`src/rtl/fpu_ss_offload_buffer_pkg.sv`:
```
// Package for the FPU subsystem offload buffer.
// Shared constants: FP register file size and index width, number of FP
// source operands, and default integer operand geometry. offload_entry_t
// is the default-geometry layout of one buffered offload request.
package fpu_ss_pkg;

    localparam int unsigned NUM_FPR        = 32;
    localparam int unsigned FPR_IDX_W      = $clog2(NUM_FPR);
    localparam int unsigned NUM_FPR_RS     = 3;
    localparam int unsigned XLEN_DEFAULT   = 32;
    localparam int unsigned NUM_RS_DEFAULT = 3;

    typedef logic [FPR_IDX_W-1:0] fpr_idx_t;

    typedef struct packed {
        logic [31:0]                                  instr;
        logic [NUM_RS_DEFAULT-1:0][XLEN_DEFAULT-1:0]  rs;
        fpr_idx_t [NUM_FPR_RS-1:0]                    fpr_rs;
        logic [NUM_FPR_RS-1:0]                        fpr_rs_use;
        fpr_idx_t                                     rd;
        logic                                         rd_is_fp;
    } offload_entry_t;

endpackage

```
`src/rtl/fpu_ss_offload_buffer_if.sv`:
```
// Bus interface of the offload buffer.
// master: request producer / issue stage / writeback side (the environment).
// slave : the buffer itself.
// Signals: flush_i; in_* request channel with in_ready_o; out_* head entry
// with out_ready_i; wb_valid_i/wb_rd_i FP writeback; usage_o occupancy.
interface fpu_ss_offload_buffer_if
    import fpu_ss_pkg::*;
#(
    parameter int unsigned DEPTH  = 4,
    parameter int unsigned XLEN   = XLEN_DEFAULT,
    parameter int unsigned NUM_RS = NUM_RS_DEFAULT
);
    localparam int unsigned USAGE_W = $clog2(DEPTH + 1);

    logic                            flush_i;
    logic                            in_valid_i;
    logic                            in_ready_o;
    logic [31:0]                     in_instr_i;
    logic [NUM_RS-1:0][XLEN-1:0]     in_rs_i;
    fpr_idx_t [NUM_FPR_RS-1:0]       in_fpr_rs_i;
    logic [NUM_FPR_RS-1:0]           in_fpr_rs_use_i;
    fpr_idx_t                        in_rd_i;
    logic                            in_rd_is_fp_i;
    logic                            out_valid_o;
    logic                            out_ready_i;
    logic [31:0]                     out_instr_o;
    logic [NUM_RS-1:0][XLEN-1:0]     out_rs_o;
    fpr_idx_t                        out_rd_o;
    logic                            out_rd_is_fp_o;
    logic                            wb_valid_i;
    fpr_idx_t                        wb_rd_i;
    logic [USAGE_W-1:0]              usage_o;

    modport master (
        output flush_i, in_valid_i, in_instr_i, in_rs_i, in_fpr_rs_i,
               in_fpr_rs_use_i, in_rd_i, in_rd_is_fp_i, out_ready_i,
               wb_valid_i, wb_rd_i,
        input  in_ready_o, out_valid_o, out_instr_o, out_rs_o, out_rd_o,
               out_rd_is_fp_o, usage_o
    );

    modport slave (
        input  flush_i, in_valid_i, in_instr_i, in_rs_i, in_fpr_rs_i,
               in_fpr_rs_use_i, in_rd_i, in_rd_is_fp_i, out_ready_i,
               wb_valid_i, wb_rd_i,
        output in_ready_o, out_valid_o, out_instr_o, out_rs_o, out_rd_o,
               out_rd_is_fp_o, usage_o
    );

endinterface

```
`src/rtl/fpu_ss_offload_buffer_scoreboard.sv`:
```
// FP register scoreboard (module fpu_ss_scoreboard).
// Tracks one pending bit per FP register: set when an instruction with an
// FP destination issues, cleared when that register is written back. Flags a
// hazard on the presented head entry if any used FP source or its FP
// destination is still pending. Only instantiated with FPU_SS_SCOREBOARD_EN.
// Ports: clk_i, rst_i (async, active high); set_valid/set_idx (issue);
// clr_valid/clr_idx (writeback); fpr_rs/fpr_rs_use/rd/rd_is_fp (head
// entry); hazard (head must be held back).
module fpu_ss_scoreboard
    import fpu_ss_pkg::*;
(
    input  logic                       clk_i,
    input  logic                       rst_i,
    input  logic                       set_valid,
    input  fpr_idx_t                   set_idx,
    input  logic                       clr_valid,
    input  fpr_idx_t                   clr_idx,
    input  fpr_idx_t [NUM_FPR_RS-1:0]  fpr_rs,
    input  logic [NUM_FPR_RS-1:0]      fpr_rs_use,
    input  fpr_idx_t                   rd,
    input  logic                       rd_is_fp,
    output logic                       hazard
);

    logic [NUM_FPR-1:0] pending;
    logic [NUM_FPR-1:0] set_mask;
    logic [NUM_FPR-1:0] clr_mask;

    always_comb begin
        set_mask = '0;
        clr_mask = '0;
        if (set_valid) set_mask[set_idx] = 1'b1;
        if (clr_valid) clr_mask[clr_idx] = 1'b1;
    end

    // Set is OR-ed after the clear so a same-cycle issue/writeback to one
    // register leaves it pending (the new write is still outstanding).
    always_ff @(posedge clk_i or posedge rst_i) begin
        if (rst_i) pending <= '0;
        else       pending <= (pending & ~clr_mask) | set_mask;
    end

    always_comb begin
        hazard = rd_is_fp && pending[rd];
        for (int unsigned i = 0; i < NUM_FPR_RS; i++) begin
            if (fpr_rs_use[i] && pending[fpr_rs[i]]) hazard = 1'b1;
        end
    end

endmodule

```
`src/rtl/fpu_ss_offload_buffer.sv`:
```
// Offload request buffer for the FPU subsystem.
// Circular FIFO of DEPTH entries (any DEPTH >= 1) holding instruction word,
// NUM_RS integer operands of XLEN bits, FP source indices/use flags and the
// destination. No fall-through: a pushed entry is visible the next cycle.
// Optional macro FPU_SS_SCOREBOARD_EN adds an FP-register scoreboard that
// holds back the head entry while a register it touches has a write in
// flight; without it the block is a plain registered FIFO.
// Ports: clk_i, rst_i (async, active high); bus (slave modport of
// fpu_ss_offload_buffer_if) carrying flush, request, issue, writeback and
// usage signals.
module fpu_ss_offload_buffer
    import fpu_ss_pkg::*;
#(
    parameter int unsigned DEPTH  = 4,
    parameter int unsigned XLEN   = XLEN_DEFAULT,
    parameter int unsigned NUM_RS = NUM_RS_DEFAULT
) (
    input  logic                   clk_i,
    input  logic                   rst_i,
    fpu_ss_offload_buffer_if.slave bus
);

    localparam int unsigned USAGE_W = $clog2(DEPTH + 1);
    localparam int unsigned PTR_W   = (DEPTH > 1) ? $clog2(DEPTH) : 1;

    typedef struct packed {
        logic [31:0]                 instr;
        logic [NUM_RS-1:0][XLEN-1:0] rs;
        fpr_idx_t [NUM_FPR_RS-1:0]   fpr_rs;
        logic [NUM_FPR_RS-1:0]       fpr_rs_use;
        fpr_idx_t                    rd;
        logic                        rd_is_fp;
    } entry_t;

    entry_t             mem [DEPTH];
    entry_t             head;
    entry_t             wr_entry;
    logic [PTR_W-1:0]   rd_ptr;
    logic [PTR_W-1:0]   wr_ptr;
    logic [USAGE_W-1:0] count;
    logic               full;
    logic               empty;
    logic               hazard;
    logic               out_valid;
    logic               push;
    logic               pop;

    // Explicit wrap so non-power-of-two depths cycle through 0..DEPTH-1.
    function automatic logic [PTR_W-1:0] ptr_inc(input logic [PTR_W-1:0] p);
        return (p == PTR_W'(DEPTH - 1)) ? '0 : p + 1'b1;
    endfunction

    assign full      = (count == USAGE_W'(DEPTH));
    assign empty     = (count == '0);
    assign head      = mem[rd_ptr];
    assign out_valid = !empty && !hazard;
    assign push      = bus.in_valid_i && !full;
    assign pop       = out_valid && bus.out_ready_i;

    assign wr_entry = '{
        instr:      bus.in_instr_i,
        rs:         bus.in_rs_i,
        fpr_rs:     bus.in_fpr_rs_i,
        fpr_rs_use: bus.in_fpr_rs_use_i,
        rd:         bus.in_rd_i,
        rd_is_fp:   bus.in_rd_is_fp_i
    };

    assign bus.in_ready_o     = !full;
    assign bus.out_valid_o    = out_valid;
    assign bus.out_instr_o    = head.instr;
    assign bus.out_rs_o       = head.rs;
    assign bus.out_rd_o       = head.rd;
    assign bus.out_rd_is_fp_o = head.rd_is_fp;
    assign bus.usage_o        = count;

    // A pop in the flush cycle still counts (it reaches the scoreboard);
    // flush only discards what remains buffered and any concurrent push.
    always_ff @(posedge clk_i or posedge rst_i) begin
        if (rst_i) begin
            rd_ptr <= '0;
            wr_ptr <= '0;
            count  <= '0;
        end else if (bus.flush_i) begin
            rd_ptr <= '0;
            wr_ptr <= '0;
            count  <= '0;
        end else begin
            if (push) wr_ptr <= ptr_inc(wr_ptr);
            if (pop)  rd_ptr <= ptr_inc(rd_ptr);
            case ({push, pop})
                2'b10:   count <= count + 1'b1;
                2'b01:   count <= count - 1'b1;
                default: ;
            endcase
        end
    end

    // Storage is intentionally not reset.
    always_ff @(posedge clk_i) begin
        if (push && !bus.flush_i) mem[wr_ptr] <= wr_entry;
    end

`ifdef FPU_SS_SCOREBOARD_EN
    fpu_ss_scoreboard u_scoreboard (
        .clk_i      (clk_i),
        .rst_i      (rst_i),
        .set_valid  (pop && head.rd_is_fp),
        .set_idx    (head.rd),
        .clr_valid  (bus.wb_valid_i),
        .clr_idx    (bus.wb_rd_i),
        .fpr_rs     (head.fpr_rs),
        .fpr_rs_use (head.fpr_rs_use),
        .rd         (head.rd),
        .rd_is_fp   (head.rd_is_fp),
        .hazard     (hazard)
    );
`else
    assign hazard = 1'b0;

    logic unused_sb_inputs;
    assign unused_sb_inputs = ^{head.fpr_rs, head.fpr_rs_use, bus.wb_valid_i, bus.wb_rd_i};
`endif

endmodule

```
`src/flat_wrapper.sv`:
```
// flat-port wrapper written by rule: the top's interface ports become plain ports
module fpu_ss_offload_buffer_flat import fpu_ss_pkg::*;
#(
    parameter int unsigned DEPTH  = 4,
    parameter int unsigned XLEN   = XLEN_DEFAULT,
    parameter int unsigned NUM_RS = NUM_RS_DEFAULT
)
  (clk_i, rst_i, bus_flush_i, bus_in_valid_i, bus_in_instr_i, bus_in_rs_i, bus_in_fpr_rs_i, bus_in_fpr_rs_use_i, bus_in_rd_i, bus_in_rd_is_fp_i, bus_out_ready_i, bus_wb_valid_i, bus_wb_rd_i, bus_in_ready_o, bus_out_valid_o, bus_out_instr_o, bus_out_rs_o, bus_out_rd_o, bus_out_rd_is_fp_o, bus_usage_o);
  fpu_ss_offload_buffer_if #(.DEPTH(DEPTH), .XLEN(XLEN), .NUM_RS(NUM_RS)) bus_i ();
  input  logic clk_i;
  input  logic rst_i;
  input wire logic [$bits(bus_i.flush_i)-1:0] bus_flush_i;
  input wire logic [$bits(bus_i.in_valid_i)-1:0] bus_in_valid_i;
  input wire logic [$bits(bus_i.in_instr_i)-1:0] bus_in_instr_i;
  input wire logic [$bits(bus_i.in_rs_i)-1:0] bus_in_rs_i;
  input wire logic [$bits(bus_i.in_fpr_rs_i)-1:0] bus_in_fpr_rs_i;
  input wire logic [$bits(bus_i.in_fpr_rs_use_i)-1:0] bus_in_fpr_rs_use_i;
  input wire logic [$bits(bus_i.in_rd_i)-1:0] bus_in_rd_i;
  input wire logic [$bits(bus_i.in_rd_is_fp_i)-1:0] bus_in_rd_is_fp_i;
  input wire logic [$bits(bus_i.out_ready_i)-1:0] bus_out_ready_i;
  input wire logic [$bits(bus_i.wb_valid_i)-1:0] bus_wb_valid_i;
  input wire logic [$bits(bus_i.wb_rd_i)-1:0] bus_wb_rd_i;
  output wire logic [$bits(bus_i.in_ready_o)-1:0] bus_in_ready_o;
  output wire logic [$bits(bus_i.out_valid_o)-1:0] bus_out_valid_o;
  output wire logic [$bits(bus_i.out_instr_o)-1:0] bus_out_instr_o;
  output wire logic [$bits(bus_i.out_rs_o)-1:0] bus_out_rs_o;
  output wire logic [$bits(bus_i.out_rd_o)-1:0] bus_out_rd_o;
  output wire logic [$bits(bus_i.out_rd_is_fp_o)-1:0] bus_out_rd_is_fp_o;
  output wire logic [$bits(bus_i.usage_o)-1:0] bus_usage_o;
  assign bus_i.flush_i = bus_flush_i;
  assign bus_i.in_valid_i = bus_in_valid_i;
  assign bus_i.in_instr_i = bus_in_instr_i;
  assign bus_i.in_rs_i = bus_in_rs_i;
  assign bus_i.in_fpr_rs_i = bus_in_fpr_rs_i;
  assign bus_i.in_fpr_rs_use_i = bus_in_fpr_rs_use_i;
  assign bus_i.in_rd_i = bus_in_rd_i;
  assign bus_i.in_rd_is_fp_i = bus_in_rd_is_fp_i;
  assign bus_i.out_ready_i = bus_out_ready_i;
  assign bus_i.wb_valid_i = bus_wb_valid_i;
  assign bus_i.wb_rd_i = bus_wb_rd_i;
  assign bus_in_ready_o = bus_i.in_ready_o;
  assign bus_out_valid_o = bus_i.out_valid_o;
  assign bus_out_instr_o = bus_i.out_instr_o;
  assign bus_out_rs_o = bus_i.out_rs_o;
  assign bus_out_rd_o = bus_i.out_rd_o;
  assign bus_out_rd_is_fp_o = bus_i.out_rd_is_fp_o;
  assign bus_usage_o = bus_i.usage_o;
  fpu_ss_offload_buffer #(.DEPTH(DEPTH), .XLEN(XLEN), .NUM_RS(NUM_RS)) u_core (.clk_i(clk_i), .rst_i(rst_i), .bus(bus_i));
endmodule
```
`config.mk`:
```
export PLATFORM = sky130hd
export DESIGN_NAME = fpu_ss_offload_buffer_flat
export DESIGN_NICKNAME = d
export VERILOG_FILES = /design/src/rtl/fpu_ss_offload_buffer_pkg.sv /design/src/rtl/fpu_ss_offload_buffer_if.sv /design/src/rtl/fpu_ss_offload_buffer_scoreboard.sv /design/src/rtl/fpu_ss_offload_buffer.sv /design/src/flat_wrapper.sv
export SDC_FILE = /design/constraint.sdc
export NUM_CORES = 1
export LEC_CHECK = 0
export CAP_MARGIN = 20
export CORE_UTILIZATION = 48
export CTS_CLUSTER_SIZE = 24
export DETAILED_ROUTE_END_ITERATION = 10
export PLACE_DENSITY = 0.75
export SETUP_SLACK_MARGIN = 0.5
export SLEW_MARGIN = 5
export SYNTH_ARGS = -nofsm -noshare
export SYNTH_HDL_FRONTEND = slang
export SYNTH_SLANG_ARGS = --single-unit
```
`constraint.sdc`:
```
create_clock -name clk_i -period 4.55 [get_ports clk_i]
set_input_delay 0.6825 -clock clk_i [delete_from_list [all_inputs] [get_ports clk_i]]
set_output_delay 0.6825 -clock clk_i [all_outputs]
set_load 0.005 [all_outputs]
```
==> impl_metrics.env, run 1 <==
export IMPL_grt_pass1_wl_um=57500
export IMPL_avgRoutedWirePerCell_um=23.3
export IMPL_overflow=0
export IMPL_cap_violations=0
export IMPL_num_vias=8968
export IMPL_die_area_sq_um=42200
export IMPL_clk_pin_slew_ns=0.06
export IMPL_cts_root_buf="clkbuf_16"
export IMPL_cts_setup_buffers=0
export IMPL_synth_cell_types=32
export IMPL_cp_end_kind="output port"
export IMPL_io_buffers=277
export IMPL_synth_cells=763
export IMPL_die_y_um=205
export IMPL_cts_max_path_buffers=3
export IMPL_drt_iter0_markers=523
export IMPL_critPathLaunchType="flip-flop"
export IMPL_dr_pass1_iters=4
export IMPL_drive_gt1_frac=0.210
export IMPL_hpwl_um=23800
export IMPL_hold_slack_ns=0.327
export IMPL_status="finished clean"
export IMPL_grt_pass1_vias=9405
export IMPL_instances_no_fill=1665
export IMPL_coreArea_sq_um=40800
export IMPL_hold_buffers=0
export IMPL_route_detailed_drc=0
export IMPL_yosys_warnings=0
export IMPL_power_density_nw_per_um2=438
export IMPL_dp_cells=1567
export IMPL_fin_tns_setup_ns=0
export IMPL_ant_nets=0
export IMPL_syn_area_per_cell_sq_um=26.0
export IMPL_p_leak_nw=7.87
export IMPL_ir_drop_mv=0.275
export IMPL_maxSlewHeadroom=0.502
export IMPL_synth_seq_area_share=0.820
export IMPL_grt_start_max_net_pins=76
export IMPL_finalHoldViolations=0
export IMPL_final_nets=1259
export IMPL_antenna_found_initial=3
export IMPL_fin_skew_ns=0.0164
export IMPL_drv_slew=0
export IMPL_floorplan_initialDensity=0.486
export IMPL_globalplace_congestion=0.736
export IMPL_syn2layout_area_growth_pct=26.4
export IMPL_syn_nets=932
export IMPL_dieWidth_um=205
export IMPL_insertion_delay_ns=0.59
export IMPL_grt_use_total=0.186
export IMPL_hp_class="input port to async pin"
export IMPL_clock_sinks=543
export IMPL_max_freq_mhz=275
export IMPL_layout_min_cycle_time_ns=3.64
export IMPL_num_io_pins=302
export IMPL_timing_worst_slew_pin_value_ns=0.747
export IMPL_fin_crit_sh=0.799
export IMPL_ys_seq_elements=543
export IMPL_worstPathArrival_ns=2.95
export IMPL_worstSetupPathType="flip-flop to output port"
export IMPL_rsz0062_at_grt="no"
export IMPL_finalSetupViolCount=0
export IMPL_cts_resized=0
export IMPL_syn_area_sq_um=19800
export IMPL_cts_inserted_buffers=53
export IMPL_cts_tree="yes"
export IMPL_required_ns=3.87
export IMPL_num_rows=74
export IMPL_worst_path_max_fanout=38
export IMPL_wl_um=38800
export IMPL_cts_max_level=2
export IMPL_vias_per_cell=5.39
cells by family after synthesis:
group | synth area share
DFF | 0.820
xor gates and xnor gates | 0.000441
muxes | 0.153
AOI/OAI and AO/OA | 0.00372
buffers and inverters | 0.0103
adders and majority gates | 0.00416
and+or+nand+nor | 0.00851
layer usage:
metal  vias up  track usage  part of all wire
li1       3965            -                 -
met1      4665        0.244              0.40
met2       264        0.308              0.52
met3        70       0.0415             0.051
met4         4       0.0648             0.026
met5         -            0           0.00059
registers in the layout, summed over array words and instances, names as in the netlist:
name / cells
u_core.bus.usage_o: 3
u_core.mem: 536
u_core.rd_ptr: 2
u_core.wr_ptr: 2
cells in the final DEF, fill, tap and decap left out, types with 6 or more instances in the layout:
cell             Yosys  routed
buf_12               0      13
clkinv_2             0       7
a21oi_1              6       6
edfxtp_1           536     536
clkinv_1             0       9
buf_4                1      15
clkdlybuf4s50_1      0     277
clkbuf_1             7      18
mux4_2             134     134
clkbuf_16            0      55
layout make-up:
class                      instances  area [sq um]
antenna                            3          7.51
clock buffer                      73          1440
clock inverter                    22           161
fill                            2790         15700
inverter                           3          11.3
multi-input combinational        184          3380
sequential                       543         16300
tap                              532           666
timing repair buffer             305          3150
cell usage after synthesis, drive strengths merged:
| master | n | area (sq um) |
|---|---|---|
| a21o | 1 | 7.51 |
| a21oi | 6 | 30.0 |
| a311oi | 1 | 8.76 |
| and2 | 4 | 25.0 |
| and4b | 1 | 10.0 |
| buf | 26 | 168 |
| clkbuf | 7 | 26.3 |
| dfrtp | 7 | 175 |
| edfxtp | 536 | 16100 |
| fa | 1 | 20.0 |
| ha | 5 | 62.6 |
| inv | 3 | 11.3 |
| mux2 | 1 | 11.3 |
| mux2i | 1 | 10.0 |
| mux4 | 134 | 3020 |
| nand2 | 5 | 18.8 |
| nand3 | 3 | 15.0 |
| nor2 | 5 | 18.8 |
| nor3 | 2 | 10.0 |
| nor3b | 2 | 15.0 |
| nor4b | 1 | 15.0 |
| o21ai | 2 | 10.0 |
| o311a | 1 | 10.0 |
| o31ai | 1 | 7.51 |
| or2 | 1 | 6.26 |
| or2b | 1 | 7.51 |
| or3 | 3 | 18.8 |
| or3b | 1 | 8.76 |
| xnor2 | 1 | 8.76 |
worst max-delay path, stage by stage, from the launching register on:
cell             delay (ns)
dfrtp_4                0.89
buf_12                 0.39
mux4_2                 0.56
clkdlybuf4s50_1        0.50
power by group:
| part | internal, mW | total (mW) | switching (mW) |
|---|---|---|---|
| clock | 2.32 | 4.05 | 1.73 |
| combinational | 0.739 | 1.21 | 0.470 |
| sequential | 5.66 | 5.73 | 0.0724 |
| total | 8.72 | 11.0 | 2.27 |
stage by stage:
step / setup slack (ns) / total power, mW / instance area [sq um] / utilization
final: 0.915 / 11.0 / 25100 / 0.615
after global routing: 0.719 / 11.4 / 25100 / 0.615
after CTS: 0.781 / 11.1 / 25100 / 0.614
after detailed placement: 1.26 / 7.07 / 23500 / 0.575
after global placement: 1.29 / 7.05 / 23500 / 0.575
after floorplan: 1.33 / 6.37 / 19900 / -
final timing paths:
| check | from | slack, ns | endpoint | cells after the start |
|---|---|---|---|---|
| max | u_core.rd_ptr[0] | 0.91 | bus_out_rs_o[93] | 3 |
| min in group clk_i | u_core.wr_ptr[0] | 0.59 | u_core.wr_ptr[0] | 2 |
| max in group asynchronous | rst_i | 3.96 | u_core.rd_ptr[0] | 2 |
| max reg2reg | u_core.bus.usage_o[0] | 2.05 | u_core.mem[0][107] | 5 |
| min reg2reg | u_core.wr_ptr[0] | 0.59 | u_core.wr_ptr[0] | 2 |
| min | rst_i | 0.33 | u_core.bus.usage_o[0] | 2 |
Power figures use the tool's default switching activity.
==> run 2: changes to the inputs <==
- clock period: 4.55 -> 2.95 ns (I/O delays scaled with it)
==> run 2 against run 1 <==
Effect of this change:
- die area stayed put
- non-clock buffer count increased by 115
- hold slack worse by 0.22 ns
- critical path type unchanged
==> impl_metrics.env, run 2 (same netlist as run 1, synthesis figures left out) <==
export IMPL_insertion_delay_ns=0.59
export IMPL_num_vias=9606
export IMPL_globalplace_congestion=0.736
export IMPL_maxSlewHeadroom=0.664
export IMPL_num_rows=74
export IMPL_finalHoldViolations=0
export IMPL_fin_skew_ns=0.0241
export IMPL_final_common_cell="edfxtp_1"
export IMPL_grt_pass1_vias=9745
export IMPL_rsz0062_at_grt="yes"
export IMPL_cp_end_kind="output port"
export IMPL_worstSetupPathType="flip-flop to output port"
export IMPL_route_detailed_drc=0
export IMPL_final_nets=1374
export IMPL_largest_register_ffs=536
export IMPL_power_density_nw_per_um2=678
export IMPL_cts_tree="yes"
export IMPL_floorplan_initialDensity=0.486
export IMPL_power_mw=18.0
export IMPL_worst_path_max_fanout=7
export IMPL_cts_inserted_buffers=53
export IMPL_dieWidth_um=205
export IMPL_fin_tns_setup_ns=0
export IMPL_drv_slew=0
export IMPL_layout_common_cells="536 x edfxtp_1, 143 x clkdlybuf4s50_1, 134 x mux4_2, 92 x buf_6, 55 x clkbuf_16"
export IMPL_coreArea_sq_um=40800
export IMPL_drive_gt1_frac=0.396
export IMPL_worst_slack_ns=0.208
export IMPL_finalSetupViolCount=0
export IMPL_max_freq_mhz=365
export IMPL_die_y_um=205
export IMPL_final_area_sq_um=26600
export IMPL_hpwl_um=23400
export IMPL_antenna_found_initial=2
export IMPL_drt_iter0_markers=643
export IMPL_avgRoutedWirePerCell_um=23.5
export IMPL_io_buffers=277
export IMPL_layout_min_cycle_time_ns=2.74
export IMPL_critPathLaunchType="flip-flop"
export IMPL_place_area_sq_um=23700
export IMPL_overflow=0
export IMPL_grt_pass1_wl_um=59900
export IMPL_cts_max_path_buffers=3
export IMPL_largest_register="u_core.mem"
export IMPL_required_ns=2.51
export IMPL_cap_violations=0
export IMPL_p_leak_nw=8.94
export IMPL_cts_max_level=2
export IMPL_num_io_pins=302
export IMPL_hp_class="input port to async pin"
export IMPL_timing_worst_slew_pin_value_ns=0.503
export IMPL_worstPathArrival_ns=2.30
export IMPL_fin_util=0.651
export IMPL_wl_um=41900
export IMPL_ir_drop_mv=0.546
export IMPL_vias_per_cell=5.40
export IMPL_die_area_sq_um=42200
export IMPL_dr_pass1_iters=4
export IMPL_ant_nets=0
export IMPL_status="finished clean"
export IMPL_clock_sinks=543
export IMPL_hold_buffers=0
export IMPL_pre_cts_slack_ns=0.416
export IMPL_grt_start_max_net_pins=74
export IMPL_fin_crit_sh=0.929
export IMPL_cts_root_buf="clkbuf_16"
export IMPL_clk_pin_slew_ns=0.06
export IMPL_syn2layout_area_growth_pct=33.9
export IMPL_grt_use_total=0.194
[run 2: cell types whose count changed in the layout (fill, tap and decap cells not counted), moves of 8 or more]
| cell | change |
|---|---|
| buf_8 | +18 |
| buf_2 | +38 |
| clkdlybuf4s50_1 | -134 |
| buf_16 | +13 |
| dlymetal6s2s_1 | +8 |
| clkbuf_2 | +41 |
| buf_6 | +92 |
| buf_12 | +16 |
| clkbuf_1 | -12 |
| buf_4 | +22 |
[run 2: stage by stage]
stage,std cells,hold slack [ns]
floorplan,763,0.246
global placement,1576,0.571
detailed placement,1576,0.569
CTS,1732,0.0882
global route,1780,0.137
finish,1780,0.110
[run 2: worst max-delay path: stages, from the launching register on]
cell	delay, ns
dfrtp_4	0.51
buf_12	0.17
buf_8	0.13
buf_16	0.12
buf_8	0.12
buf_6	0.10
mux4_2	0.42
buf_6	0.14
[run 2: metal layers]
metal	vias up	GRT usage	wire, um
met4	0	0.0653	1120
li1	4203	-	-
met2	332	0.313	21200
met3	66	0.0428	2460
met5	-	0	0
met1	5005	0.262	17100
[run 2: final cells by class]
cell class                      count  area, sq um
Sequential cell                   543        16300
Fill cell                        2627        14300
Timing Repair Buffer              420         4470
Multi-Input combinational cell    184         3390
Clock buffer                       60         1370
Tap cell                          532          666
Clock inverter                     36          365
Inverter                            3         11.3
Antenna cell                        2         5.00
[run 2: final timing paths]
path                                       start                    end  slack (ns)  depth (start not counted)
setup / recovery                u_core.rd_ptr[0]       bus_out_rs_o[53]        0.21                          7
setup reg to reg           u_core.bus.usage_o[2]      u_core.mem[1][88]        0.71                          5
hold reg to reg                 u_core.wr_ptr[1]       u_core.wr_ptr[1]        0.59                          2
max in group asynchronous                  rst_i       u_core.rd_ptr[0]        2.58                          2
min in group clk_i            bus_in_instr_i[28]     u_core.mem[2][148]        0.49                          1
hold / removal                             rst_i  u_core.bus.usage_o[2]        0.11                          2
[run 2: where the power goes]
part | internal [mW] | switching [mW] | total (mW) | leakage (nW)
clock network | 3.95 | 2.76 | 6.72 | 0.855
logic | 1.54 | 0.975 | 2.51 | 3.14
registers | 8.73 | 0.0680 | 8.79 | 4.95
[run 2: repair_timing]
item                                    4_1_cts  5_1_grt
cloned                                        9        1
resized for setup                           353      245
pin swaps                                     0        0
endpoints found under the setup margin      135      148
buffers inserted                             51       45
